<file path="src/rtl/memory_controller.sv">
// memory_controller: byte-serial RAM arbiter for LSB loads/stores and icache word fetches.
// Define MC_IO_STALL_EN to hold IO-window store bytes while io_buffer_full and pad each with an idle cycle.
module memory_controller #(
  parameter int ADDR_W = 32,
  parameter logic [1:0] IO_HI = 2'b11
) (
  input  logic              clk_in,
  input  logic              rst_in,
  input  logic              rdy_in,
  input  logic              clr_in,
  input  logic              lsb_to_mc_ready,
  input  logic [1:0]        lsb_to_mc_len,
  input  logic              lsb_to_mc_opType,
  input  logic [ADDR_W-1:0] lsb_to_mc_addr,
  input  logic [31:0]       lsb_to_mc_data,
  output logic              mc_to_lsb_valid,
  output logic              mc_to_lsb_ld_done,
  output logic              mc_to_lsb_st_done,
  output logic [31:0]       mc_to_lsb_result,
  input  logic              icache_to_mc_ready,
  input  logic [ADDR_W-1:0] icache_to_mc_addr,
  output logic              mc_to_icache_done,
  output logic [31:0]       mc_to_icache_data,
  input  logic [7:0]        mem_din,
  output logic [7:0]        mem_dout,
  output logic [ADDR_W-1:0] mem_a,
  output logic              mem_wr,
  input  logic              io_buffer_full
);
  typedef enum logic [1:0] {IDLE, LOAD, STORE, FETCH} state_t;
  state_t state, state_d;
  logic [2:0] k, n, nk, n_req;
  logic [ADDR_W-1:0] base;
  logic [31:0] data, acc, rd_word;
  logic wr_q, gap, stall, gap_need, rd_last, st_last, accept;
  assign nk = k + 3'd1;
  assign n_req = lsb_to_mc_len == 2'b11 ? 3'd4 : lsb_to_mc_len == 2'b10 ? 3'd2 : 3'd1;
  assign rd_last = k == n;
  assign st_last = k == n - 3'd1;
  assign accept = lsb_to_mc_ready || (icache_to_mc_ready && !clr_in);
  // k counts presented addresses; the byte on mem_din belongs to lane k-1
  assign rd_word = acc | ({24'b0, mem_din} << {k - 3'd1, 3'b000});
`ifdef MC_IO_STALL_EN
  assign gap_need = mem_a[17:16] == IO_HI;
  assign stall = gap_need && io_buffer_full && !gap;
`else
  logic unused_io;
  assign unused_io = io_buffer_full;
  assign gap_need = 1'b0;
  assign stall = 1'b0;
`endif
  always_ff @(posedge clk_in or posedge rst_in)
    if (rst_in) state <= IDLE;
    else state <= state_d;
  always_comb begin
    state_d = state;
    if (rdy_in)
      case (state)
        IDLE:  state_d = lsb_to_mc_ready ? (lsb_to_mc_opType ? STORE : LOAD) : accept ? FETCH : IDLE;
        LOAD:  state_d = rd_last ? IDLE : LOAD;
        FETCH: state_d = (rd_last || clr_in) ? IDLE : FETCH;
        STORE: state_d = (st_last && !gap && !stall) ? IDLE : STORE;
      endcase
  end
  always_comb mem_wr = wr_q && rdy_in && !stall;
  always_ff @(posedge clk_in or posedge rst_in)
    if (rst_in) begin
      k <= '0;
      n <= '0;
      base <= '0;
      data <= '0;
      acc <= '0;
      wr_q <= 1'b0;
      gap <= 1'b0;
      mem_a <= '0;
      mem_dout <= '0;
      mc_to_lsb_valid <= 1'b0;
      mc_to_lsb_ld_done <= 1'b0;
      mc_to_lsb_st_done <= 1'b0;
      mc_to_lsb_result <= '0;
      mc_to_icache_done <= 1'b0;
      mc_to_icache_data <= '0;
    end else begin
      mc_to_lsb_valid <= 1'b0;
      mc_to_lsb_ld_done <= 1'b0;
      mc_to_lsb_st_done <= 1'b0;
      mc_to_icache_done <= 1'b0;
      if (rdy_in)
        case (state)
          IDLE: if (accept) begin
            base <= lsb_to_mc_ready ? lsb_to_mc_addr : icache_to_mc_addr;
            mem_a <= lsb_to_mc_ready ? lsb_to_mc_addr : icache_to_mc_addr;
            n <= lsb_to_mc_ready ? n_req : 3'd4;
            k <= '0;
            acc <= '0;
            gap <= 1'b0;
            data <= lsb_to_mc_data;
            mem_dout <= lsb_to_mc_data[7:0];
            wr_q <= lsb_to_mc_ready && lsb_to_mc_opType;
            mc_to_lsb_valid <= lsb_to_mc_ready;
          end
          LOAD, FETCH: if (!(state == FETCH && clr_in)) begin
            k <= nk;
            if (k != 3'd0) acc[{k - 3'd1, 3'b000} +: 8] <= mem_din;
            if (nk < n) mem_a <= base + ADDR_W'(nk);
            if (rd_last && state == LOAD) begin
              mc_to_lsb_result <= rd_word;
              mc_to_lsb_ld_done <= 1'b1;
            end
            if (rd_last && state == FETCH) begin
              mc_to_icache_data <= rd_word;
              mc_to_icache_done <= 1'b1;
            end
          end
          STORE: if (gap) begin
            gap <= 1'b0;
            wr_q <= 1'b1;
          end else if (!stall) begin
            if (st_last) begin
              wr_q <= 1'b0;
              mc_to_lsb_st_done <= 1'b1;
            end else begin
              k <= nk;
              gap <= gap_need;
              wr_q <= !gap_need;
              mem_a <= base + ADDR_W'(nk);
              mem_dout <= data[{nk, 3'b000} +: 8];
            end
          end
        endcase
    end
endmodule

</file>
<file path="config.mk">
export PLATFORM = sky130hd
export DESIGN_NAME = memory_controller
export DESIGN_NICKNAME = d
export VERILOG_FILES = /design/src/rtl/memory_controller.sv
export SDC_FILE = /design/constraint.sdc
export NUM_CORES = 1
export LEC_CHECK = 0
export CORE_MARGIN = 8
export CORE_UTILIZATION = 47
export CTS_CLUSTER_DIAMETER = 150
export DETAILED_ROUTE_END_ITERATION = 7
export GPL_TIMING_DRIVEN = 0
export PLACE_DENSITY = 0.9
export SLEW_MARGIN = 10
export SYNTH_ARGS = -nofsm -noshare
export SYNTH_HDL_FRONTEND = slang
export SYNTH_SLANG_ARGS = --single-unit
</file>
<file path="constraint.sdc">
create_clock -name clk_in -period 7.3 [get_ports clk_in]
set_clock_uncertainty 0.1 [all_clocks]
set_input_delay 1.46 -clock clk_in [delete_from_list [all_inputs] [get_ports clk_in]]
set_output_delay 1.46 -clock clk_in [all_outputs]
set_load 0.01 [all_outputs]
</file>
# Word-level counts from Yosys, hierarchy flattened
# Index checks and enable logic that the tools add are counted.
word_totals:
  reg_bits: 214
  latchBits: 0
  ram_bits: 0
  mem_bits_ro: 0
  in_bits: 114
  out_inout_bits: 109
  word_cells: 117
  n_memories: 0
op_classes:
  addsub: 5
  n_mul: 0
  n_div: 0
  n_lt_le_gt_ge: 1
  eq_ne: 13
  n_shift: 4
  muxes: 52
  n_bitwise: 2
  reduce_logical: 24
op_table:
  columns: ["op", "n"]
  rows:
  - ["2-to-1 mux 32 bit", 9]
  - ["one-hot mux 32 bit (3 select lines)", 1]
  - ["one-hot mux 32 bit (2 select lines)", 1]
  - ["adder 32 x 3 -> 32 bit", 1]
  - ["bitwise mux 32 bit", 1]
  - ["OR 32 bit", 1]
  - ["variable shift 8 x 8 -> 32 bit (first input constant)", 1]
  - ["indexed part select 32 x 7 -> 8 bit", 1]
  - ["indexed part select 8 x 8 -> 32 bit", 1]
  - ["left shift 8 x 6 -> 32 bit", 1]
  - ["2-to-1 mux 8 bit", 3]
  - ["2-to-1 mux 1 bit", 20]
  - ["2-to-1 mux 3 bit", 6]
  - ["one-hot mux 8 bit (2 select lines)", 1]
  - ["AND reduction 5 bit", 3]
  - ["2-to-1 mux 2 bit", 6]
  - ["inequality test 2 bit (second input constant)", 6]
  - ["one-hot mux 3 bit (3 select lines)", 1]
  - ["== test 2 bit (second input constant)", 4]
  - ["negator 6 -> 8 bit", 1]
  - ["one-hot mux 2 bit (4 select lines)", 1]
  - ["AND reduction 4 bit", 2]
  - ["logical AND 1 bit", 7]
  - ["== test 3 bit", 2]
  - ["other kinds (14)", 20]

# Depth between registers and ports, before layout
logic_depth:
  depth_word: 7
  mapped_depth: 10
  mapped_depth_nobuf: 9

# Worst setup path before layout
# No wires, ideal clock.
synth_timing:
  path_kind: "input to output"
  startpoint: "input port rdy_in"
  endpoint: "output port mem_wr"
  arrival_ps: 1606
  t_required_ps: 5740
  setup_slack_ps: 4134
  stages: 1
  path_buffers: 0
  cell_sequence: "and2_1"
synth_between:
  elab_chain_len: 1
synth_rtl:
  columns: ["item", "line", "source"]
  rows:
  - ["start, declared", "9", "input logic rdy_in,"]
  - ["logical AND 1 bit", "65", "always_comb mem_wr = wr_q && rdy_in && !stall;"]
  - ["end, declared", "27", "output logic mem_wr,"]
# Every way passes these cells.

# Worst setup path after layout
# Ends and elaborated chain as after synthesis.

==> qor.yml <==
logic_synthesis:
  ys_seq_area_share_pct: 51.05
  synth_flop_cell: "dfrtp_1"
  synth_edf_count: 0
  syn_nets: 1060
  yosys_warnings: 0
  postSynthCellCount: 931
  ys_ff_latch: 213
  synth_area_leaders: "dfrtp_1 (51%), mux2_2 (8.7%), nand2_1 (5.9%)"
  syn_area_um2: 10440
  synthArstFlopShare_pct: 100.0
  synth_common_cells: "dfrtp_1 (213), nand2_1 (163), mux2_2 (81)"
  synth_most_common_cell: "dfrtp_1"
  post-synth-top-area-cell: "dfrtp_1"
  syn_area_per_cell_um2: 11.21
  synth_top_area_share_pct: 51.05
  yosysUniqueCellTypes: 74
setup_path:
  cp_max_fo: 6
  crit_start: "rdy_in"
  critPathKind: "in -> out"
  cp_data_arrival_time_ns: 2.81
  rr_startpoint: "k[0]"
  rr_endpoint: "mem_a[26]"
  r2r_slack_ns: 3.48
  crit_end: "mem_wr"
  rr_worst_depth: 9
  startpoint_type: "input port"
  critical_path_required_ns: 5.74
  crit_path_end_kind: "output port"
floorplan:
  die_h_um: 165.0
  initial_core_util_pct: 47.84
  io_pins: 223
  rows: 54
  die-width_um: 165.0
  core_um2: 21820
  dieArea_um2: 27240
placement:
  numPortBuffers: 213
  dp_slack_ns: 2.957
  place_area_um2: 13030
  gp_congestion: 0.9024
  place_hpwl_um: 22070
  numPlacedInstances: 1429
cts:
  cts_resized: 0
  cts.htree.levels: 1
  clk_latency_ns: 0.50
  cts_tree: "built"
  clk_path_buf_depth: 3
  clk_pin_slew_ns: 0.06
  cts_hold_buf: 0
  cts_root_buf: "clkbuf_16"
  cts_setup_buffers: 0
  cts_sinks: 213
  cts_buffers: 23
finish:
  area_growth_syn_to_layout_pct: 32.18
  fin_area_um2: 13800
  postLayoutCoreUtil_pct: 63.23
  drive_above_1_share_pct: 15.88
  antenna_cells: 0
  final_cell_count_no_fill: 1470
  layout.nets: 1303
  fill_cells: 1688
timing:
  final_hold_viol_count: 0
  fmax_mhz: 229.0
  slew_headroom_pct: 41.41
  fin_ws_ns: 2.933
  fin_setup_tns_ns: 0
  timing.final.crit_share_pct: 59.82
  grt_setup_unrepaired: "false"
  drv_slew: 0
  fin_crit_ns: 4.367
  max_slew.worst_pin.slew_ns: 0.8696
  setup_viol: 0
  holdWs_ns: 0.3723
power_and_ir_drop:
  report.power.total_mw: 5.663
  p_leak_nw: 6.663
  power_density_nw_per_um2: 410.3
  ir_drop_v: 0.0002028
detailed_routing:
  ant_nets: 0
  first_pass_iters: 6
  drt-total-wl_um: 29910
  viasPerCell: 5.620
  drc: 0
  detail_route.iter0.violations: 606
  detail_route.wl_per_cell_um: 20.35
  num_vias: 8262
hold_path:
  min-delay-path-class: "reg -> reg"
global_route:
  grt_pass1_vias: 8868
  antenna_found_initial: 0
  grt_max_degree: 40
  grt_use_total_pct: 21.85
  grt-ovfl-total: 0
  grt_pass1_wl_um: 47260
status:
  status: "finished clean"
run:
  cap_violations: 0
-- worst min-delay path by stage --
stage	startpoint	end	slack, ns	depth (start not counted)
floorplan	data[0]	data[0]	0.34	2
global placement	data[2]	data[2]	0.35	2
detailed placement	data[23]	data[23]	0.36	2
CTS	data[23]	data[23]	0.37	2
global route	data[8]	data[8]	0.40	2
finish	data[23]	data[23]	0.37	2
-- area by class of cell --
| type | instances | area [µm²] | area share (%) |
|---|---|---|---|
| sequential | 213 | 5330 | 38.63 |
| multi-input combinational | 630 | 4678 | 33.90 |
| timing repair buffer | 218 | 2232 | 16.18 |
| clock buffer | 31 | 645.6 | 4.679 |
| tap | 280 | 350.3 | 2.539 |
| buffer | 60 | 326.6 | 2.366 |
| clock inverter | 10 | 127.6 | 0.9248 |
| inverter | 28 | 108.9 | 0.7888 |
-- metal layers --
layer | global-route usage [%] | wire length (µm) | up-vias
met1 | 26.54 | 11840 | 4103
met4 | 7.125 | 762 | 0
met3 | 5.259 | 2328 | 59
li1 | - | - | 3775
met5 | 0 | 0 | -
met2 | 37.53 | 14970 | 325
-- flip-flops by register name, summed over array words and instances, names as in the netlist --
register / flops
n: 3
mc_to_lsb_result: 32
k: 3
mem_a: 32
mc_to_icache_data: 32
base: 32
wr_q: 1
state: 2
acc: 32
data: 32
mc_to_lsb_ld_done: 1
mc_to_lsb_valid: 1
mem_dout: 8
mc_to_icache_done: 1
mc_to_lsb_st_done: 1
-- worst max-delay path, stage by stage --
cell	delay (ns)
clkdlybuf4s50_1	0.62
and2_1	0.18
clkdlybuf4s50_1	0.54
-- cell usage in the layout, fill, tap and decap left out, drive strengths merged, types with 31 or more instances in the layout --
| cell | instances |
|---|---|
| clkbuf | 65 |
| clkdlybuf4s50 | 213 |
| o21ai | 42 |
| buf | 31 |
| mux2i | 48 |
| a21o | 45 |
| nor2 | 32 |
| mux2 | 90 |
| nand2 | 164 |
| dfrtp | 213 |
-- kinds of logic (layout without fill, tap and decap cells) --
| family | count (synthesis) | count (layout) | share of synthesized area, % |
|---|---|---|---|
| buffers and inverters | 88 | 347 | 4.135 |
| flip-flops | 213 | 213 | 51.05 |
| XOR/XNOR | 25 | 25 | 2.229 |
| AND/OR/NAND/NOR | 276 | 276 | 12.33 |
| multiplexers | 146 | 146 | 16.36 |
| adder cells (fa/ha/maj) | 15 | 15 | 1.870 |
| AO/OA/AOI/OAI | 168 | 168 | 12.02 |
-- report_power, final --
part	internal, mW	switching [mW]
logic	1.28	1.24
registers	1.62	0.320
clock network	0.725	0.474
total	3.63	2.03
(Power assumes the default switching activity.)
